[src/rtl/fifo_link_arb_pkg.sv]
// Shared types and helpers for the serial-link FIFO reader arbiter.
// Master indices are carried in a fixed-width idx_t so the ID queue width is independent of NUM_REQ.
package fifo_link_arb_pkg;

    localparam int unsigned MaxReq = 16;
    localparam int unsigned IdxW   = $clog2(MaxReq);

    typedef logic [IdxW-1:0] idx_t;

    // Round-robin successor of ptr among n masters, wrapping n-1 -> 0.
    function automatic idx_t rr_next(idx_t ptr, int unsigned n);
        if (32'(ptr) + 32'd1 >= n) begin
            return '0;
        end
        return ptr + idx_t'(1);
    endfunction

endpackage

[src/rtl/fifo_v3.sv]
// Small synchronous FIFO used as the outstanding-read ID queue.
// Output is registered storage only (no fall-through); a pop on a full queue frees room for a same-cycle push.
module fifo_v3 #(
    parameter int unsigned DATA_WIDTH = 4,
    parameter int unsigned DEPTH      = 2
) (
    input  logic                  clk_i,
    input  logic                  rst_ni,
    input  logic                  flush_i,
    input  logic                  testmode_i,
    output logic                  full_o,
    output logic                  empty_o,
    input  logic [DATA_WIDTH-1:0] data_i,
    input  logic                  push_i,
    output logic [DATA_WIDTH-1:0] data_o,
    input  logic                  pop_i
);

    localparam int unsigned AddrW = (DEPTH > 1) ? $clog2(DEPTH) : 1;
    localparam int unsigned CntW  = $clog2(DEPTH + 1);
    localparam logic [AddrW-1:0] LastPtr = AddrW'(DEPTH - 1);
    localparam logic [CntW-1:0]  FullCnt = CntW'(DEPTH);

    logic [DATA_WIDTH-1:0] mem [2**AddrW];
    logic [AddrW-1:0]      wr_ptr;
    logic [AddrW-1:0]      rd_ptr;
    logic [CntW-1:0]       cnt;
    logic                  do_push;
    logic                  do_pop;
    logic                  unused_testmode;

    assign unused_testmode = testmode_i;

    assign full_o  = (cnt == FullCnt);
    assign empty_o = (cnt == '0);
    assign do_pop  = pop_i & ~empty_o;
    assign do_push = push_i & (~full_o | do_pop);
    assign data_o  = mem[rd_ptr];

    always_ff @(posedge clk_i or negedge rst_ni) begin
        if (!rst_ni) begin
            wr_ptr <= '0;
            rd_ptr <= '0;
            cnt    <= '0;
        end else if (flush_i) begin
            wr_ptr <= '0;
            rd_ptr <= '0;
            cnt    <= '0;
        end else begin
            if (do_push) begin
                wr_ptr <= (wr_ptr == LastPtr) ? '0 : wr_ptr + 1'b1;
            end
            if (do_pop) begin
                rd_ptr <= (rd_ptr == LastPtr) ? '0 : rd_ptr + 1'b1;
            end
            case ({do_push, do_pop})
                2'b10:   cnt <= cnt + 1'b1;
                2'b01:   cnt <= cnt - 1'b1;
                default: cnt <= cnt;
            endcase
        end
    end

    always_ff @(posedge clk_i) begin
        if (do_push) begin
            mem[wr_ptr] <= data_i;
        end
    end

endmodule

[src/rtl/fifo_link_reader_arbiter.sv]
// Round-robin OBI arbiter sharing the serial-link receive FIFO reader port among NUM_REQ masters.
// Handshake: a request is accepted when fifo_req_o and fifo_gnt_i are both high; the winner is held until then.
module fifo_link_reader_arbiter
    import fifo_link_arb_pkg::*;
#(
    parameter int unsigned NUM_REQ         = 2,
    parameter int unsigned DATA_WIDTH      = 32,
    parameter int unsigned ADDR_WIDTH      = 32,
    parameter int unsigned MAX_OUTSTANDING = 2
) (
    input  logic                          clk_i,
    input  logic                          rst_ni,
    input  logic [NUM_REQ-1:0]            req_i,
    input  logic [NUM_REQ-1:0]            we_i,
    input  logic [NUM_REQ*4-1:0]          be_i,
    input  logic [NUM_REQ*ADDR_WIDTH-1:0] addr_i,
    input  logic [NUM_REQ*DATA_WIDTH-1:0] wdata_i,
    output logic [NUM_REQ-1:0]            gnt_o,
    output logic [NUM_REQ-1:0]            rvalid_o,
    output logic [DATA_WIDTH-1:0]         rdata_o,
    output logic                          fifo_req_o,
    output logic                          fifo_we_o,
    output logic [3:0]                    fifo_be_o,
    output logic [ADDR_WIDTH-1:0]         fifo_addr_o,
    output logic [DATA_WIDTH-1:0]         fifo_wdata_o,
    input  logic                          fifo_gnt_i,
    input  logic                          fifo_rvalid_i,
    input  logic [DATA_WIDTH-1:0]         fifo_rdata_i,
    output logic                          err_o
);

    idx_t rr_ptr;
    idx_t locked_idx;
    idx_t scan_idx;
    idx_t winner;
    idx_t idq_head;
    logic locked;
    logic scan_hit;
    logic lock_req;
    logic winner_req;
    logic hs;
    logic idq_full;
    logic idq_empty;
    logic idq_pop;

    // First requester at or after rr_ptr; rr_ptr+k either equals j or wraps onto it.
    always_comb begin
        scan_hit = 1'b0;
        scan_idx = '0;
        for (int k = 0; k < int'(NUM_REQ); k++) begin
            for (int j = 0; j < int'(NUM_REQ); j++) begin
                if (!scan_hit && req_i[j] &&
                    ((int'(rr_ptr) + k == j) || (int'(rr_ptr) + k == j + int'(NUM_REQ)))) begin
                    scan_hit = 1'b1;
                    scan_idx = idx_t'(j);
                end
            end
        end
    end

    always_comb begin
        lock_req = 1'b0;
        for (int j = 0; j < int'(NUM_REQ); j++) begin
            if (locked_idx == idx_t'(j)) begin
                lock_req = req_i[j];
            end
        end
    end

    // A locked master that drops its request is not granted on behalf of anyone else.
    assign winner     = locked ? locked_idx : scan_idx;
    assign winner_req = locked ? lock_req : scan_hit;
    assign fifo_req_o = winner_req & ~idq_full;
    assign hs         = fifo_req_o & fifo_gnt_i;
    assign idq_pop    = fifo_rvalid_i & ~idq_empty;
    assign rdata_o    = fifo_rdata_i;

    always_comb begin
        gnt_o        = '0;
        rvalid_o     = '0;
        fifo_we_o    = 1'b0;
        fifo_be_o    = '0;
        fifo_addr_o  = '0;
        fifo_wdata_o = '0;
        for (int j = 0; j < int'(NUM_REQ); j++) begin
            if (fifo_req_o && (winner == idx_t'(j))) begin
                gnt_o[j]     = fifo_gnt_i;
                fifo_we_o    = we_i[j];
                fifo_be_o    = be_i[j*4 +: 4];
                fifo_addr_o  = addr_i[j*ADDR_WIDTH +: ADDR_WIDTH];
                fifo_wdata_o = wdata_i[j*DATA_WIDTH +: DATA_WIDTH];
            end
            rvalid_o[j] = idq_pop && (idq_head == idx_t'(j));
        end
    end

    always_ff @(posedge clk_i or negedge rst_ni) begin
        if (!rst_ni) begin
            rr_ptr     <= '0;
            locked     <= 1'b0;
            locked_idx <= '0;
            err_o      <= 1'b0;
        end else begin
            if (fifo_rvalid_i && idq_empty) begin
                err_o <= 1'b1;
            end
            if (locked && !lock_req) begin
                locked <= 1'b0;
            end else if (fifo_req_o) begin
                if (fifo_gnt_i) begin
                    rr_ptr <= rr_next(winner, NUM_REQ);
                    locked <= 1'b0;
                end else begin
                    locked     <= 1'b1;
                    locked_idx <= winner;
                end
            end
        end
    end

    fifo_v3 #(
        .DATA_WIDTH (IdxW),
        .DEPTH      (MAX_OUTSTANDING)
    ) u_id_queue (
        .clk_i      (clk_i),
        .rst_ni     (rst_ni),
        .flush_i    (1'b0),
        .testmode_i (1'b0),
        .full_o     (idq_full),
        .empty_o    (idq_empty),
        .data_i     (winner),
        .push_i     (hs),
        .data_o     (idq_head),
        .pop_i      (idq_pop)
    );

endmodule

[config.mk]
export PLATFORM = sky130hd
export DESIGN_NAME = fifo_link_reader_arbiter
export DESIGN_NICKNAME = d
export VERILOG_FILES = /design/src/rtl/fifo_link_arb_pkg.sv /design/src/rtl/fifo_v3.sv /design/src/rtl/fifo_link_reader_arbiter.sv
export SDC_FILE = /design/constraint.sdc
export NUM_CORES = 1
export LEC_CHECK = 0
export BUFFER_PORTS_ARGS = -buffer_cell sky130_fd_sc_hd__buf_4
export CAP_MARGIN = 20
export CORE_AREA = 2 2 110 112
export CTS_BUF_LIST = sky130_fd_sc_hd__clkbuf_8 sky130_fd_sc_hd__clkbuf_16
export DETAILED_ROUTE_END_ITERATION = 12
export DIE_AREA = 0 0 112 114
export PLACE_DENSITY = 0.63
export SYNTH_ARGS = -nofsm -noshare
export SYNTH_HDL_FRONTEND = slang
export SYNTH_HIERARCHICAL = 1
export SYNTH_SLANG_ARGS = --single-unit
[constraint.sdc]
create_clock -name clk_i -period 2.7 [get_ports clk_i]
set_input_delay 0.405 -clock clk_i [delete_from_list [all_inputs] [get_ports clk_i]]
set_output_delay 0.405 -clock clk_i [all_outputs]
set_load 0.01 [all_outputs]
[Word level (Yosys, flattened, before mapping)]
Memory sizes are Yosys's and may differ from the RTL's.
Index checks and enable logic that the tools add are counted.
Storage, ports and cells
  input port bits: 176
  word-level logic and storage cells: 104
  register bits after elaboration: 14
  output and inout bits: 107
  RAM bits: 8
  memories: 1
Operators by class
  muxes and demuxes: 35
  $lt $le $gt $ge: 1
  reductions and logical operators: 31
  add/sub/neg operators: 7
  bitwise operators: 10
  eq/ne operators: 12
Memory list
  u_id_queue.mem: words 2, width 4, rd ports 1, clocked after Yosys merged registers in 0, write ports 1, RTL line fifo_v3.sv:24  | logic [DATA_WIDTH-1:0] mem [2**AddrW];
Operators by type and width (count)
  $mux W32: 4
  $logic_not A32 Y1: 2
  $eq A32 B2 Y1 const B: 1
  $eq A32 B3 Y1 const B: 1
  $mux W1: 24
  $mux W4: 6
  $logic_and A1 B1 Y1: 13
  $eq A4 B1 Y1 const B: 3
  $logic_not A4 Y1: 3
  $add A4 B1 Y5 const B: 2
  $eq A4 B3 Y1 const B: 2
  $reduce_and A3 Y1: 2
  $and A1 B1 Y1: 5
  $eq A5 B2 Y1 const B: 1
  $ge A5 B2 Y1 const B: 1
  $add A4 B1 Y4 const B: 1
  $eq A2 B2 Y1 const B: 2
  $eq A4 B2 Y1 const B: 1
  $logic_not A1 Y1: 4
  $logic_or A1 B1 Y1: 4
  $not A1 Y1: 4
  $pmux W2 S2: 1
  $reduce_bool A2 Y1: 2
  $add A1 B1 Y1 const B: 2
  other kinds (5): 5

[Logic depth before layout (Yosys ltp)]
  depth after elaboration: 24
  gate-level depth with buffers: 10
  mapped depth without buffers: 8

[By module]
The synthesis kept the hierarchy.
By module, submodules not included
  fifo_link_reader_arbiter: cells an instance 255, instances 1, sequential area each 250.2 µm², area an instance 1771.7 µm²
  fifo_v3: cells an instance 38, instances 1, sequential area each 340.3 µm², area an instance 543.0 µm²

[Worst setup path before layout]
No wires, ideal clock.
  path kind: register to output
  from: register locked
  to: output port fifo_addr_o[24]
  setup slack: 0.146 ns
  cell stages (with the launch flop): 11
  data arrival time: 2.149 ns
  buffers on the path: 4
  required time: 2.295 ns
  path through: dfrtp_1 -> buf_2 -> a32oi_1 -> inv_1 -> ha_1 -> and3b_1 -> buf_2 -> buf_2 -> clkbuf_1 -> a22oi_1 -> nor2_1
Between the ends
  word-level cells in the longest chain between the ends: 5
  elaborated cells between the ends (all ways): 9
  classes of those cells: eq/ne (1); mux (4); bitwise (1); reduce/logical (3)
Ends and longest elaborated chain
  start, declared: RTL line fifo_link_reader_arbiter.sv:37  | logic locked;
  start signal, assigned: RTL line fifo_link_reader_arbiter.sv:100  | locked <= 1'b0;
  start signal, assigned: RTL line fifo_link_reader_arbiter.sv:108  | locked <= 1'b0;
  start signal, assigned: RTL line fifo_link_reader_arbiter.sv:112  | locked <= 1'b0;
  $mux W4 (*): RTL line fifo_link_reader_arbiter.sv:71  | assign winner = locked ? locked_idx : scan_idx;
  net winner[0]: RTL line fifo_link_reader_arbiter.sv:35  | idx_t winner;
  $logic_not A4 Y1: RTL line fifo_link_reader_arbiter.sv:86  | if (fifo_req_o && (winner == idx_t'(j))) begin
  $logic_and A1 B1 Y1: RTL line fifo_link_reader_arbiter.sv:86
  $mux W32: RTL line fifo_link_reader_arbiter.sv:86
  $mux W32 (*): RTL line fifo_link_reader_arbiter.sv:86
  end, declared: RTL line fifo_link_reader_arbiter.sv:24  | output logic [ADDR_WIDTH-1:0] fifo_addr_o,
The timed path passes the listed nets; every way through them passes the cells marked *.

[Worst setup path in the final report]
  from: register locked
  to: output port fifo_wdata_o[20]
Between the ends
  word-level cells in the longest chain between the ends: 5
  elaborated cells between the ends (all ways): 9
  classes of those cells: eq/ne (1); mux (4); bitwise (1); reduce/logical (3)
Ends and longest elaborated chain
  $mux W4 / $mux W1 (equally long branches): RTL line fifo_link_reader_arbiter.sv:71, fifo_link_reader_arbiter.sv:72
  $logic_not A4 Y1 / $and A1 B1 Y1 (equally long branches): RTL line fifo_link_reader_arbiter.sv:86, fifo_link_reader_arbiter.sv:73
  $logic_and A1 B1 Y1: RTL line fifo_link_reader_arbiter.sv:86
  $mux W32: RTL line fifo_link_reader_arbiter.sv:86
  $mux W32 (*): RTL line fifo_link_reader_arbiter.sv:86
  end, declared: RTL line fifo_link_reader_arbiter.sv:25  | output logic [DATA_WIDTH-1:0] fifo_wdata_o,
Mark *: on every way between the ends. The rest lies on a longest branch, timed or not.

==> impl_metrics.csv <==
group,metric,value,unit
power,p_per_area,911,nW/µm²
critical_path,critPathRequiredTime,2300,ps
power,internal_power,2.30,mW
power,leakagePower,2.13,nW
global_route,first_global_vias,2683,
sta,fin_crit_sh,1.01,
critical_path,worstPathMaxFanout,6,
synthesis,ys_seq_area_frac,0.255,
synthesis,synth-simple-area-share,0.201,
global_route,grt_max_degree,53,
final_layout,final_area,4510,µm²
global_route,grt_use_met2,0.229,
final_layout,drive_above_1_share,0.663,
critical_path,end_kind,"output pin",
placement,place_area,3860,µm²
synthesis,yosysTopAreaCell,"a22oi_1",
cts,cts.htree.levels,1,
global_route,grt_pass1_wl,13700,µm
run,drv_cap,0,
synthesis,synth-compound-area-share,0.295,
cts,root_buffer,"clkbuf_16",
final_layout,num_antenna_cells,0,
die,io_pins,283,
synthesis,synth_xor_area_frac,0.00378,
cts,cts_hold_repair.buffers,0,
synthesis,synth-adder-area-share,0.0162,
die,die_h,114,µm
global_route,met1_usage,0.175,
power,seqPwrFrac,0.106,
synthesis,synth.distinct_cells,43,
sta,tns,-64.5,ps
global_route,overflow,0,
synthesis,yosysTopAreaCellShare,0.224,
power,power,4.11,mW
detailed_routing,via_per_inst,4.76,
synthesis,synth_cells,293,
cts,cts_tree,"yes",
placement,pre_cts_ws,101,ps
placement,place_hpwl,7640,µm
die,rows,40,
outcome,violations,"negative hold slack, negative setup slack",
global_route,antenna_found_initial,1,
placement,port_buffers,218,
cts,clock_path_buffers,2,
global_route,top_usage_layer,"met2",
sta,rsz0062_at_grt,"yes",
cts,clk_latency,250,ps
power,peakVddDrop,616,µV
cts,cts_made_buffers,3,
global_route,grt_usage,0.133,
sta,finalSetupViolCount,5,
worst_hold_path,hold_class,"input port to async pin",
detailed_routing,drcViolationCount,0,
power,switchingPower,1.81,mW
synthesis,synth_top_family_by_area,"compound AO/OA/AOI/OAI gates",
cts,cts_sinks,22,
critical_path,critPathArrivalTime,2320,ps
power,swShare,0.440,
synthesis,synthMuxAreaShare,0.0395,
global_route,grt_use_met3,0.0266,
die,core_area,11700,µm²
synthesis,yosys_warnings,6,
final_layout,area_growth_syn_to_layout,94.8,%
critical_path,cp-start-kind,"flop",
detailed_routing,routed_wl,10800,µm
sta,setup_slack,-20.2,ps
cts,clk_pin_slew,50,ps
power,combinationalPowerShare,0.821,
critical_path,cp_slowest_stage_delay,420,ps
synthesis,synthTopCellsByArea,"a22oi_1 (22%), dfrtp_1 (15%), nor2_1 (13%)",
die,die_w,112,µm
sta,finalHoldViolCount,4,
synthesis,avgSynthCellArea,7.90,µm²
die,die-area,12800,µm²
sta,fin_skew,1.45,ps
detailed_routing,drt-initial-drc-count,227,
sta,fmax,368,MHz
final_layout,regArea,591,µm²
placement,finalWeightedCongestion,0.806,
critical_path,crit_slowest_cell,"dfrtp_1",
final_layout,multi_input_area,1640,µm²
sta,maxSlewViolCount,0,
final_layout,layout.nets,664,
die,start_util,0.198,
synthesis,synth_area,2310,µm²
critical_path,critical_path_class,"flop to output pin",
power,clock_power_share,0.074,
detailed_routing,drtPass1Iterations,4,
critical_path,crit_chain,"nor3_4 -> a32oi_4 -> buf_6 -> ha_4 -> and3b_4 -> buf_12 -> clkbuf_16 -> a22oi_1 -> nor2_1 -> buf_4",
final_layout,fillCellCount,1156,
outcome,status,"complete, but fails checks",
detailed_routing,wire_per_inst,17.1,µm
detailed_routing,vias,3004,
sta,timing.hold.ws,-3.91,ps
synthesis,ys_seq_elements,22,
detailed_routing,antenna_left,0,
sta,finalCriticalPeriod,2720,ps
==> state kept, by name, indices dropped and copies added, names as in the netlist <==
name / cells
rr_ptr: 4
u_id_queue/rd_ptr: 1
u_id_queue/mem: 8
err_o: 1
u_id_queue/wr_ptr: 1
locked: 1
locked_idx: 4
u_id_queue/cnt: 2
==> worst max-delay path: cells and delay by family (launching register included) <==
kind | cells | cell delay [ps]
flops | 1 | 420
simple gates | 3 | 530
buf+inv | 4 | 610
compound gates | 2 | 350
fa+ha+maj | 1 | 150
==> metal layers <==
metal	up-vias	wire [µm]
met2	181	5430
met4	2	173
met3	18	968
met5	-	11
li1	1400	-
met1	1403	4230
==> cell usage in the layout, fill, tap and decap left out, types with 2 or more instances in the layout <==
master | netlist | final
edfxtp_1 | 8 | 8
nor3_1 | 3 | 2
nor2_1 | 80 | 79
a211oi_2 | 2 | 2
a22oi_1 | 69 | 17
mux2_2 | 4 | 4
o31a_1 | 3 | 3
o21ai_0 | 2 | 2
dfrtp_1 | 14 | 14
buf_4 | 32 | 223
nand2_1 | 2 | 2
mux2i_1 | 2 | 2
inv_1 | 7 | 7
conb_1 | 1 | 5
nand2b_4 | 1 | 2
clkbuf_16 | 0 | 8
buf_12 | 0 | 6
and2_1 | 4 | 3
ha_4 | 0 | 2
nor2b_1 | 4 | 4
buf_6 | 5 | 5
a22oi_2 | 0 | 52
a21oi_1 | 5 | 5
inv_2 | 1 | 2
==> cell type report <==
class	count	share of cell area
multi-input combinational	210	0.363
tap	147	0.0408
timing repair buffer	240	0.441
clock buffer	3	0.0166
sequential	22	0.131
clock inverter	1	0.000832
inverter	8	0.00666
==> Yosys cell counts, drive strengths merged <==
cell type and number:
a21oi 5, a41oi 1, and3b 1, o21bai 1, inv 8, mux2 6, a211oi 2, a31oi 1
a21o 1, ha 3, dfrtp 14, nand2b 3, xor2 1, mux2i 2, a32oi 1, nor3 3
edfxtp 8, buf 40, nor4 1, a22oi 69, nand2 3, o21ai 3, o31a 3, conb 1
clkbuf 17, nor2b 5, a21bo 1, and2 4, a311oi 1, or4b 2, nor2 80, and3 2
==> repair_timing <==
action                                  CTS  global route
gates resized for setup                   8            64
endpoints found under the hold margin     0             0
buffers inserted                          0             4
endpoints found under the setup margin   66            71
gates cloned                              0             8
pin swaps                                 1             6
==> power groups by stage <==
| stage | Sequential (mW) | Combinational, mW | Clock (mW) |
|---|---|---|---|
| floorplan | 0.424 | 1.47 | 0 |
| global placement | 0.431 | 2.50 | 0 |
| detailed placement | 0.433 | 2.52 | 0 |
| CTS | 0.429 | 2.56 | 0.308 |
| global route | 0.442 | 3.60 | 0.326 |
| finish | 0.435 | 3.37 | 0.302 |
==> logic make-up after synthesis <==
logic type      Yosys count
other cells               1
buf+inv                  65
mux                       8
xor+xnor                  1
flops                    22
simple gates            104
compound gates           89
fa+ha+maj                 3
==> through the flow <==
stage	std cells	utilization
final	631	0.385
after global routing	631	0.385
after CTS	619	0.340
after detailed placement	615	0.330
after global placement	615	0.330
after floorplan	297	-
==> final timing paths <==
kind                                     from  cells past startpoint  slack, ps              endpoint
worst min-delay path                   rst_ni                      1         -4             rr_ptr[3]
min in group clk_i              fifo_rvalid_i                      2        360                 err_o
max in group asynchronous              rst_ni                      1       2530         locked_idx[2]
worst max-delay path                   locked                     10        -20      fifo_wdata_o[20]
worst max register to register         locked                      6        390  u_id_queue/mem[1][3]
worst min register to register          err_o                      1        460                 err_o
No activity file was read; power rests on OpenSTA's default activity.
